### src/rtl/lpc_cycle_logger.sv
// LPC cycle logger: buffers captured I/O cycle records and prints each one as an
// ASCII line ("W AAAA DD\r\n") over an 8N1 UART. Optional macro: LPC_LOG_OVERFLOW_MARK_EN.
module lpc_cycle_logger #(
  parameter int CLK_DIV = 4,
  parameter int FIFO_AW = 2
) (
  input  logic               clk_i,
  input  logic               nrst_i,
  input  logic [31:0]        tdata_i,
  input  logic               ready_i,
  input  logic               clr_ovf_i,
  output logic               tx_o,
  output logic               busy_o,
  output logic [FIFO_AW:0]   fifo_level_o,
  output logic               overflow_o
);

  localparam int DEPTH = 1 << FIFO_AW;
  localparam int DW    = (CLK_DIV > 2) ? $clog2(CLK_DIV) : 1;
  localparam logic [FIFO_AW:0] FULL_LVL = (FIFO_AW+1)'(DEPTH);
  localparam logic [DW-1:0]    DIV_LAST = DW'(CLK_DIV - 1);

  localparam logic [2:0] S_IDLE  = 3'd0;
  localparam logic [2:0] S_LOAD  = 3'd1;
  localparam logic [2:0] S_START = 3'd2;
  localparam logic [2:0] S_DATA  = 3'd3;
  localparam logic [2:0] S_STOP  = 3'd4;
  localparam logic [2:0] S_NEXT  = 3'd5;

  // Stored record layout: [25:10] address, [9:2] data, [1:0] type.
  logic [25:0]        mem [DEPTH];
  logic [FIFO_AW-1:0] wr_ptr, rd_ptr;
  logic [FIFO_AW:0]   level;
  logic               ready_d;
  logic               overflow;

  logic [2:0]    state;
  logic [3:0]    char_idx;
  logic [3:0]    last_idx;
  logic [25:0]   rec;
  logic [7:0]    shreg;
  logic [7:0]    char_sel;
  logic [2:0]    bit_cnt;
  logic [DW-1:0] div_cnt;
  logic          div_end;
  logic          tx_q;

  logic push_req, do_push, do_pop, drop, full, empty;
  logic unused_bits;

  assign unused_bits = ^{tdata_i[31:28], tdata_i[3:2]};

  assign push_req = ready_i & ~ready_d;
  assign full     = (level == FULL_LVL);
  assign empty    = (level == '0);
  assign do_push  = push_req & ~full;
  assign drop     = push_req & full;
  assign do_pop   = (state == S_IDLE) & ~empty;
  assign div_end  = (div_cnt == DIV_LAST);

  always_ff @(posedge clk_i) begin
    if (do_push) mem[wr_ptr] <= {tdata_i[27:4], tdata_i[1:0]};
  end

  always_ff @(posedge clk_i or negedge nrst_i) begin
    if (!nrst_i) begin
      ready_d  <= 1'b0;
      wr_ptr   <= '0;
      rd_ptr   <= '0;
      level    <= '0;
      overflow <= 1'b0;
    end else begin
      ready_d <= ready_i;
      if (do_push) wr_ptr <= wr_ptr + FIFO_AW'(1);
      if (do_pop)  rd_ptr <= rd_ptr + FIFO_AW'(1);
      case ({do_push, do_pop})
        2'b10:   level <= level + (FIFO_AW+1)'(1);
        2'b01:   level <= level - (FIFO_AW+1)'(1);
        default: level <= level;
      endcase
      if (drop)           overflow <= 1'b1;
      else if (clr_ovf_i) overflow <= 1'b0;
    end
  end

  function automatic logic [7:0] hex(input logic [3:0] n);
    hex = (n < 4'd10) ? (8'h30 + {4'h0, n}) : (8'h37 + {4'h0, n});
  endfunction

`ifdef LPC_LOG_OVERFLOW_MARK_EN
  logic mark, rearm, prefix;
  assign last_idx = prefix ? 4'd11 : 4'd10;

  // A drop after the pop must survive the clear at the end of the '!' so the
  // following record gets marked as well.
  always_ff @(posedge clk_i or negedge nrst_i) begin
    if (!nrst_i) begin
      mark  <= 1'b0;
      rearm <= 1'b0;
    end else begin
      if (do_pop)    rearm <= drop;
      else if (drop) rearm <= 1'b1;
      if ((state == S_STOP) && div_end && prefix && (char_idx == 4'd0))
        mark <= rearm | drop;
      else if (drop)
        mark <= 1'b1;
    end
  end
`else
  assign last_idx = 4'd10;
`endif

  always_comb begin
    logic [3:0] eidx;
    eidx = char_idx;
`ifdef LPC_LOG_OVERFLOW_MARK_EN
    if (prefix) eidx = char_idx - 4'd1;
`endif
    case (eidx)
      4'd0: begin
        case (rec[1:0])
          2'b01:   char_sel = 8'h57;
          2'b11:   char_sel = 8'h52;
          default: char_sel = 8'h3F;
        endcase
      end
      4'd1:    char_sel = 8'h20;
      4'd2:    char_sel = hex(rec[25:22]);
      4'd3:    char_sel = hex(rec[21:18]);
      4'd4:    char_sel = hex(rec[17:14]);
      4'd5:    char_sel = hex(rec[13:10]);
      4'd6:    char_sel = 8'h20;
      4'd7:    char_sel = hex(rec[9:6]);
      4'd8:    char_sel = hex(rec[5:2]);
      4'd9:    char_sel = 8'h0D;
      4'd10:   char_sel = 8'h0A;
      default: char_sel = 8'h3F;
    endcase
`ifdef LPC_LOG_OVERFLOW_MARK_EN
    if (prefix && (char_idx == 4'd0)) char_sel = 8'h21;
`endif
  end

  // tx_q is registered and changes on the same edge as the state it belongs to.
  always_ff @(posedge clk_i or negedge nrst_i) begin
    if (!nrst_i) begin
      state    <= S_IDLE;
      char_idx <= '0;
      rec      <= '0;
      shreg    <= '0;
      bit_cnt  <= '0;
      div_cnt  <= '0;
      tx_q     <= 1'b1;
`ifdef LPC_LOG_OVERFLOW_MARK_EN
      prefix   <= 1'b0;
`endif
    end else begin
      case (state)
        S_IDLE: begin
          tx_q <= 1'b1;
          if (do_pop) begin
            rec      <= mem[rd_ptr];
            char_idx <= '0;
            state    <= S_LOAD;
`ifdef LPC_LOG_OVERFLOW_MARK_EN
            prefix   <= mark;
`endif
          end
        end
        S_LOAD: begin
          shreg   <= char_sel;
          tx_q    <= 1'b0;
          div_cnt <= '0;
          state   <= S_START;
        end
        S_START: begin
          if (div_end) begin
            div_cnt <= '0;
            bit_cnt <= '0;
            tx_q    <= shreg[0];
            state   <= S_DATA;
          end else begin
            div_cnt <= div_cnt + DW'(1);
          end
        end
        S_DATA: begin
          if (div_end) begin
            div_cnt <= '0;
            if (bit_cnt == 3'd7) begin
              tx_q  <= 1'b1;
              state <= S_STOP;
            end else begin
              shreg   <= {1'b0, shreg[7:1]};
              tx_q    <= shreg[1];
              bit_cnt <= bit_cnt + 3'd1;
            end
          end else begin
            div_cnt <= div_cnt + DW'(1);
          end
        end
        S_STOP: begin
          if (div_end) begin
            div_cnt <= '0;
            state   <= S_NEXT;
          end else begin
            div_cnt <= div_cnt + DW'(1);
          end
        end
        S_NEXT: begin
          if (char_idx == last_idx) begin
            state <= S_IDLE;
          end else begin
            char_idx <= char_idx + 4'd1;
            state    <= S_LOAD;
          end
        end
        default: state <= S_IDLE;
      endcase
    end
  end

  assign tx_o         = tx_q;
  assign busy_o       = (state != S_IDLE);
  assign fifo_level_o = level;
  assign overflow_o   = overflow;

endmodule
### config.mk
export PLATFORM = sky130hd
export DESIGN_NAME = lpc_cycle_logger
export DESIGN_NICKNAME = d
export VERILOG_FILES = /design/src/rtl/lpc_cycle_logger.sv
export SDC_FILE = /design/constraint.sdc
export NUM_CORES = 1
export LEC_CHECK = 0
export ABC_AREA = 1
export BUFFER_PORTS_ARGS = -buffer_cell sky130_fd_sc_hd__buf_2
export CORE_MARGIN = 2
export CORE_UTILIZATION = 40
export CTS_BUF_LIST = sky130_fd_sc_hd__clkbuf_16
export DETAILED_ROUTE_END_ITERATION = 7
export PLACE_DENSITY = 0.58
export SYNTH_ARGS = -nofsm -noshare
export SYNTH_HDL_FRONTEND = slang
export SYNTH_SLANG_ARGS = --single-unit
### constraint.sdc
create_clock -name clk_i -period 2.7 [get_ports clk_i]
set_clock_uncertainty 0.15 [all_clocks]
set_input_delay 0.54 -clock clk_i [delete_from_list [all_inputs] [get_ports clk_i]]
set_output_delay 0.54 -clock clk_i [all_outputs]
set_load 0.01 [all_outputs]
==> results of run 1 <==
area by class of cell:
| cell class | count | area (um^2) |
|---|---|---|
| well taps | 229 | 287 |
| flip-flops and latches | 159 | 4500 |
| inverters | 69 | 259 |
| clock inverters | 15 | 173 |
| clock buffers | 17 | 425 |
| multi-input cells | 503 | 2420 |
| fillers | 1697 | 9560 |
| repair buffers | 47 | 280 |
critical path, cell delays in order, from the launching register on:
cell	delay, ns
dfrtp_1	0.42
o31ai_2	0.69
ha_1	0.26
inv_1	0.07
fa_1	0.39
a21oi_1	0.14
o21ai_0	0.11
xor2_1	0.15
state kept, by name (all words and copies together), names as in the netlist:
register and cells:
bit_cnt 3, char_idx 4, div_cnt 2, fifo_level_o 3
mem 104, overflow_o 1, rd_ptr 2, ready_d 1
rec 26, shreg 7, state 3, tx_o 1
wr_ptr 2
repair_timing:
item	in CTS	in global routing
gates resized for setup	0	0
hold buffers	1	0
endpoints found under the hold margin	22	0
synthesized netlist by cell type:
| library cell | number |
|---|---|
| fa_1 | 1 |
| o21ai_1 | 1 |
| ha_1 | 18 |
| nor2_1 | 119 |
| nand2_2 | 1 |
| a21oi_1 | 15 |
| nor2_2 | 1 |
| nor2_4 | 1 |
| xnor2_1 | 1 |
| o31ai_1 | 1 |
| inv_2 | 1 |
| buf_2 | 4 |
| nand2_1 | 159 |
| dfstp_2 | 1 |
| nand3_1 | 48 |
| nor3_1 | 4 |
| clkinv_1 | 2 |
| o21a_1 | 1 |
| o22ai_1 | 24 |
| a31oi_1 | 3 |
| edfxtp_1 | 104 |
| or2_2 | 2 |
| a32oi_1 | 1 |
| buf_6 | 1 |
| o22ai_2 | 1 |
| nand4_1 | 3 |
| dfrtp_1 | 54 |
| nand3_2 | 1 |
| xor2_1 | 3 |
| clkbuf_1 | 18 |
| o21ai_0 | 93 |
| o31ai_2 | 1 |
| inv_1 | 66 |
power by group:
| group | switching, W | total [W] | internal, W |
|---|---|---|---|
| combinational | 0.000292 | 0.000420 | 0.000129 |
| clock | 0.00101 | 0.00240 | 0.00139 |
| sequential | 0.0000662 | 0.00288 | 0.00282 |
metal layers:
metal  routed length [um]  GRT usage [%]
met1                 7080           21.3
met2                 7500           27.9
met3                  736           3.83
met4                  326           7.07
met5                    0              0
cells by family (layout without fill, tap and decap cells):
logic type | count (synthesis) | after routing | share of synthesized area, %
XOR/XNOR | 4 | 4 | 0.482
AND/OR/NAND/NOR | 339 | 339 | 18.8
buffers and inverters | 92 | 148 | 4.92
adder cells (fa/ha/maj) | 19 | 19 | 3.37
flip-flops | 159 | 159 | 61.9
AO/OA/AOI/OAI | 141 | 141 | 10.5
worst min-delay path by stage:
stage | from | endpoint | slack [ns] | cells after the start
2_1_floorplan | nrst_i | bit_cnt[0] | 0.09 | 0
3_5_place_dp | tx_o | tx_o | 0.30 | 2
4_1_cts | ready_i | ready_d | 0.06 | 1
6_report | ready_i | ready_d | 0.09 | 1
3_3_place_gp | tx_o | tx_o | 0.31 | 2
5_1_grt | ready_i | ready_d | 0.07 | 1
per-stage QoR:
step                      setup slack [ns]  hold slack (ns)
after floorplan                      0.165           0.0944
final                                0.199           0.0854
after detailed placement             0.186            0.300
after CTS                            0.194           0.0632
after global placement               0.259            0.312
after global routing                0.0267           0.0657
==> impl_metrics.json, run 1 <==
{
  "fp.dieW_um": 139,
  "r2r_slack_ns": 0.20,
  "antenna_found_initial": 0,
  "worst_pin_slew_ns": 0.760,
  "path_clk_slew_ns": 0.07,
  "antenna_cells": 0,
  "maxSlewViolCount": 0,
  "start_kind": "register",
  "drt_iter0_markers": 374,
  "crit_fanout": 8,
  "hp-class": "input port to register",
  "grt_pass1_wl_um": 25700,
  "vias_per_cell": 5.14,
  "cts_root_buf": "clkbuf_16",
  "initial_utilization_pct": 40.6,
  "syn_inst": 754,
  "synth.avg_cell_area_um2": 9.64,
  "pin_count": 42,
  "outcome": "completed",
  "fin_area_mm2": 0.00835,
  "final.setup.tns_ns": 0,
  "drt_wl_total_um": 15600,
  "cts.htree.levels": 4,
  "layout_min_cycle_time_ns": 2.50,
  "synth-seq-cells": 159,
  "place_congestion": 0.936,
  "nNetsFinal": 852,
  "maxCapViolations": 0,
  "dr.pass1.iters": 6,
  "rows": 49,
  "regToRegStartpoint": "fifo_level_o[1]",
  "peakVddDrop_v": 0.000447,
  "max_freq_mhz": 400,
  "fp.dieH_um": 139,
  "cts_setup_buffers": 0,
  "cts_tree": "built",
  "crit_type": "register to register",
  "post-place-cells": 1006,
  "hpwl_um": 10300,
  "syn-cell-area_mm2": 0.00727,
  "synth_top_area_cell": "edfxtp_1",
  "cts_buffers": 17,
  "synth.area.top_cells": "edfxtp_1, dfrtp_1, nand2_1",
  "overflow": 0,
  "core_area_mm2": 0.0179,
  "vias": 5336,
  "clk_path_buf_depth": 2,
  "maxSlewHeadroom_pct": 49.0,
  "netlist.area_leader.share_pct": 43.0,
  "clock_latency_ns": 0.42,
  "reg2reg_depth": 7,
  "yosys_warnings": 0,
  "grt_pass1_vias": 5231,
  "end_kind": "register",
  "final-setup-viol-count": 0,
  "reg2reg_to": "fifo_level_o[2]",
  "grt_max_degree": 54,
  "leakage_nw": 3.46,
  "dpl_cell_area_mm2": 0.00774,
  "syn-num-nets": 809,
  "final_cell_mix": "nand2_1, nor2_1, edfxtp_1, o21ai_0, inv_1",
  "ys_types": 33,
  "worstPathRequired_ns": 2.85,
  "rsz0062_at_grt": "no",
  "hold_viol_final": 0,
  "startpoint": "fifo_level_o[1]",
  "power.density_mw_per_mm2": 683,
  "ant_nets": 0,
  "critical_path.endpoint": "fifo_level_o[2]",
  "critPathArrivalTime_ns": 2.65,
  "final_util_pct": 46.6,
  "drt-wirelength-per-cell_um": 15.1,
  "io_buffers": 35,
  "final_common_cell": "nand2_1",
  "area_delta_synth_final_pct": 14.8,
  "grt_use_total_pct": 16.8,
  "cts.sinks": 159,
  "fin_cells": 1039,
  "period_share_pct": 92.6,
  "drc": 0,
  "drive_gt1_share_pct": 11.1,
  "dieArea_mm2": 0.0193,
  "ys_seq_area_share_pct": 61.9,
  "power_w": 0.00570
}
Note: power is estimated with default switching activity, not from simulation.
==> run 2: changes to the inputs <==
--- a/config.mk
+++ b/config.mk
@@ -11,6 +11,7 @@
 export CORE_UTILIZATION = 40
 export CTS_BUF_LIST = sky130_fd_sc_hd__clkbuf_16
 export DETAILED_ROUTE_END_ITERATION = 7
+export MAX_ROUTING_LAYER = met4
 export PLACE_DENSITY = 0.58
 export SYNTH_ARGS = -nofsm -noshare
 export SYNTH_HDL_FRONTEND = slang
==> run 2 against run 1 <==
  * Final area is 0.64% lower
  * Fmax is 0.81% higher
  * First-iteration DRC count decreased by 17%
  * Non-clock buffer count increased by 1
  * Sequential share of layout area is 0.35 points higher
  * Core utilization decreased by 0.30 points
  * Largest cell class unchanged
==> impl_metrics.json, run 2 (same netlist as run 1, synthesis figures left out) <==
{
  "start_kind": "register",
  "final.setup.tns_ns": 0,
  "critical_path.endpoint": "fifo_level_o[2]",
  "overflow": 0,
  "final_cell_mix": "nand2_1, nor2_1, edfxtp_1, o21ai_0, inv_1",
  "crit_fanout": 8,
  "cts.sinks": 159,
  "largestRegisters": "mem x104, rec x26, shreg x7",
  "hp-class": "input port to register",
  "multi_input_area_mm2": 0.00242,
  "leakage_nw": 3.43,
  "fill_cells": 1656,
  "dr.pass1.iters": 6,
  "period_share_pct": 91.9,
  "power.density_mw_per_mm2": 659,
  "r2r_slack_ns": 0.22,
  "hpwl_um": 10300,
  "reg2reg_to": "fifo_level_o[2]",
  "area_delta_synth_final_pct": 14.1,
  "drc": 0,
  "outcome": "completed",
  "drt_wl_total_um": 15500,
  "initial_utilization_pct": 40.6,
  "clk_path_buf_depth": 2,
  "peakVddDrop_v": 0.000429,
  "worst_pin_slew_ns": 0.753,
  "layout_min_cycle_time_ns": 2.48,
  "maxSlewViolCount": 0,
  "fp.dieH_um": 139,
  "crit_type": "register to register",
  "maxCapViolations": 0,
  "cts_setup_buffers": 0,
  "grt_pass1_vias": 5209,
  "hold_ws_ns": 0.0803,
  "min_from": "ready_i",
  "final-setup-viol-count": 0,
  "cts_buffers": 17,
  "reg2reg_depth": 7,
  "critPathMaxStageDelay_ns": 0.69,
  "whs_path_depth": 1,
  "clock_latency_ns": 0.42,
  "rsz0062_at_grt": "no",
  "antenna_cells": 0,
  "grt_pass1_wl_um": 25600,
  "startpoint": "fifo_level_o[1]",
  "drive_gt1_share_pct": 11.1,
  "io_buffers": 35,
  "dieArea_mm2": 0.0193,
  "path_clk_slew_ns": 0.07,
  "antenna_found_initial": 0,
  "drt_iter0_markers": 312,
  "maxSlewHeadroom_pct": 49.5,
  "max_freq_mhz": 403,
  "final_common_cell": "nand2_1",
  "cts_tree": "built",
  "hold_viol_final": 0,
  "regToRegStartpoint": "fifo_level_o[1]",
  "cp_slowest_cell": "o31ai_2",
  "critPathArrivalTime_ns": 2.64,
  "grt_max_degree": 56,
  "nNetsFinal": 853,
  "largest-register": "mem",
  "rows": 49,
  "place_congestion": 0.945,
  "cts.htree.levels": 4,
  "vias": 5337,
  "seq_area_mm2": 0.00450,
  "largest_register_ffs": 104,
  "cts_root_buf": "clkbuf_16",
  "end_kind": "register",
  "ant_nets": 0,
  "core_area_mm2": 0.0179,
  "vias_per_cell": 5.13,
  "final_util_pct": 46.3,
  "pin_count": 42,
  "drt-wirelength-per-cell_um": 14.9,
  "worstPathRequired_ns": 2.86,
  "grt_use_total_pct": 17.3,
  "fp.dieW_um": 139,
  "crit_chain": "o31ai_2 > ha_1 > inv_1 > fa_1 > a21oi_1 > o21ai_0 > xor2_1"
}
==> run 2: cell count changes in the layout (fill, tap and decap cells not counted) <==
| cell | delta |
|---|---|
| clkinvlp_4 | +2 |
| clkinv_4 | +1 |
| clkinv_1 | +1 |
| buf_4 | +1 |
| bufinv_16 | -2 |
| inv_8 | -3 |
| clkinv_2 | +1 |
==> run 2: repair_timing <==
action / in CTS / in global routing
gates resized for setup: 0 / 0
endpoints found under the setup margin: 0 / 0
hold buffers: 1 / 0
endpoints found under the hold margin: 54 / 0
==> run 2: metrics by stage <==
stage | cell area, um^2 | power, W | worst slack (ns) | cells
2_1_floorplan | 7270 | 0.00316 | 0.165 | 754
3_3_place_gp | 7750 | 0.00333 | 0.258 | 1007
3_5_place_dp | 7750 | 0.00336 | 0.230 | 1007
4_1_cts | 8290 | 0.00553 | 0.214 | 1040
5_1_grt | 8290 | 0.00569 | 0.000774 | 1040
6_report | 8290 | 0.00546 | 0.219 | 1040
==> run 2: how the worst min path moves through the flow <==
stage	endpoint	slack (ns)
2_1_floorplan	bit_cnt[0]	0.09
3_3_place_gp	shreg[5]	0.32
3_5_place_dp	shreg[5]	0.32
4_1_cts	ready_d	0.06
5_1_grt	ready_d	0.06
6_report	ready_d	0.08
==> run 2: layout make-up <==
class / instances / area share [%]
Inverter: 69 / 3.12
Tap cell: 229 / 3.46
Clock inverter: 15 / 1.34
Sequential cell: 159 / 54.3
Multi-Input combinational cell: 503 / 29.2
Timing Repair Buffer: 48 / 3.47
Clock buffer: 17 / 5.13
==> run 2: power by group <==
group | total [W] | internal [W] | switching (W)
Sequential | 0.00288 | 0.00282 | 0.0000672
Clock | 0.00216 | 0.00118 | 0.000977
Combinational | 0.000417 | 0.000128 | 0.000290
Total | 0.00546 | 0.00413 | 0.00133
==> run 2: metal layers <==
layer	track usage, %	part of all wire (%)
met1	21.7	47
met2	27.9	49
met3	4.07	2.7
met4	5.74	1.5
met5	-	0
==> run 2: critical path: cells and delay by family, from the launching register on <==
kind                       cells  cell delay [ns]
xor gates and xnor gates       1             0.15
AOI/OAI and AO/OA              3             0.94
buffers and inverters          1             0.07
DFF                            1             0.42
adders and majority gates      2             0.62
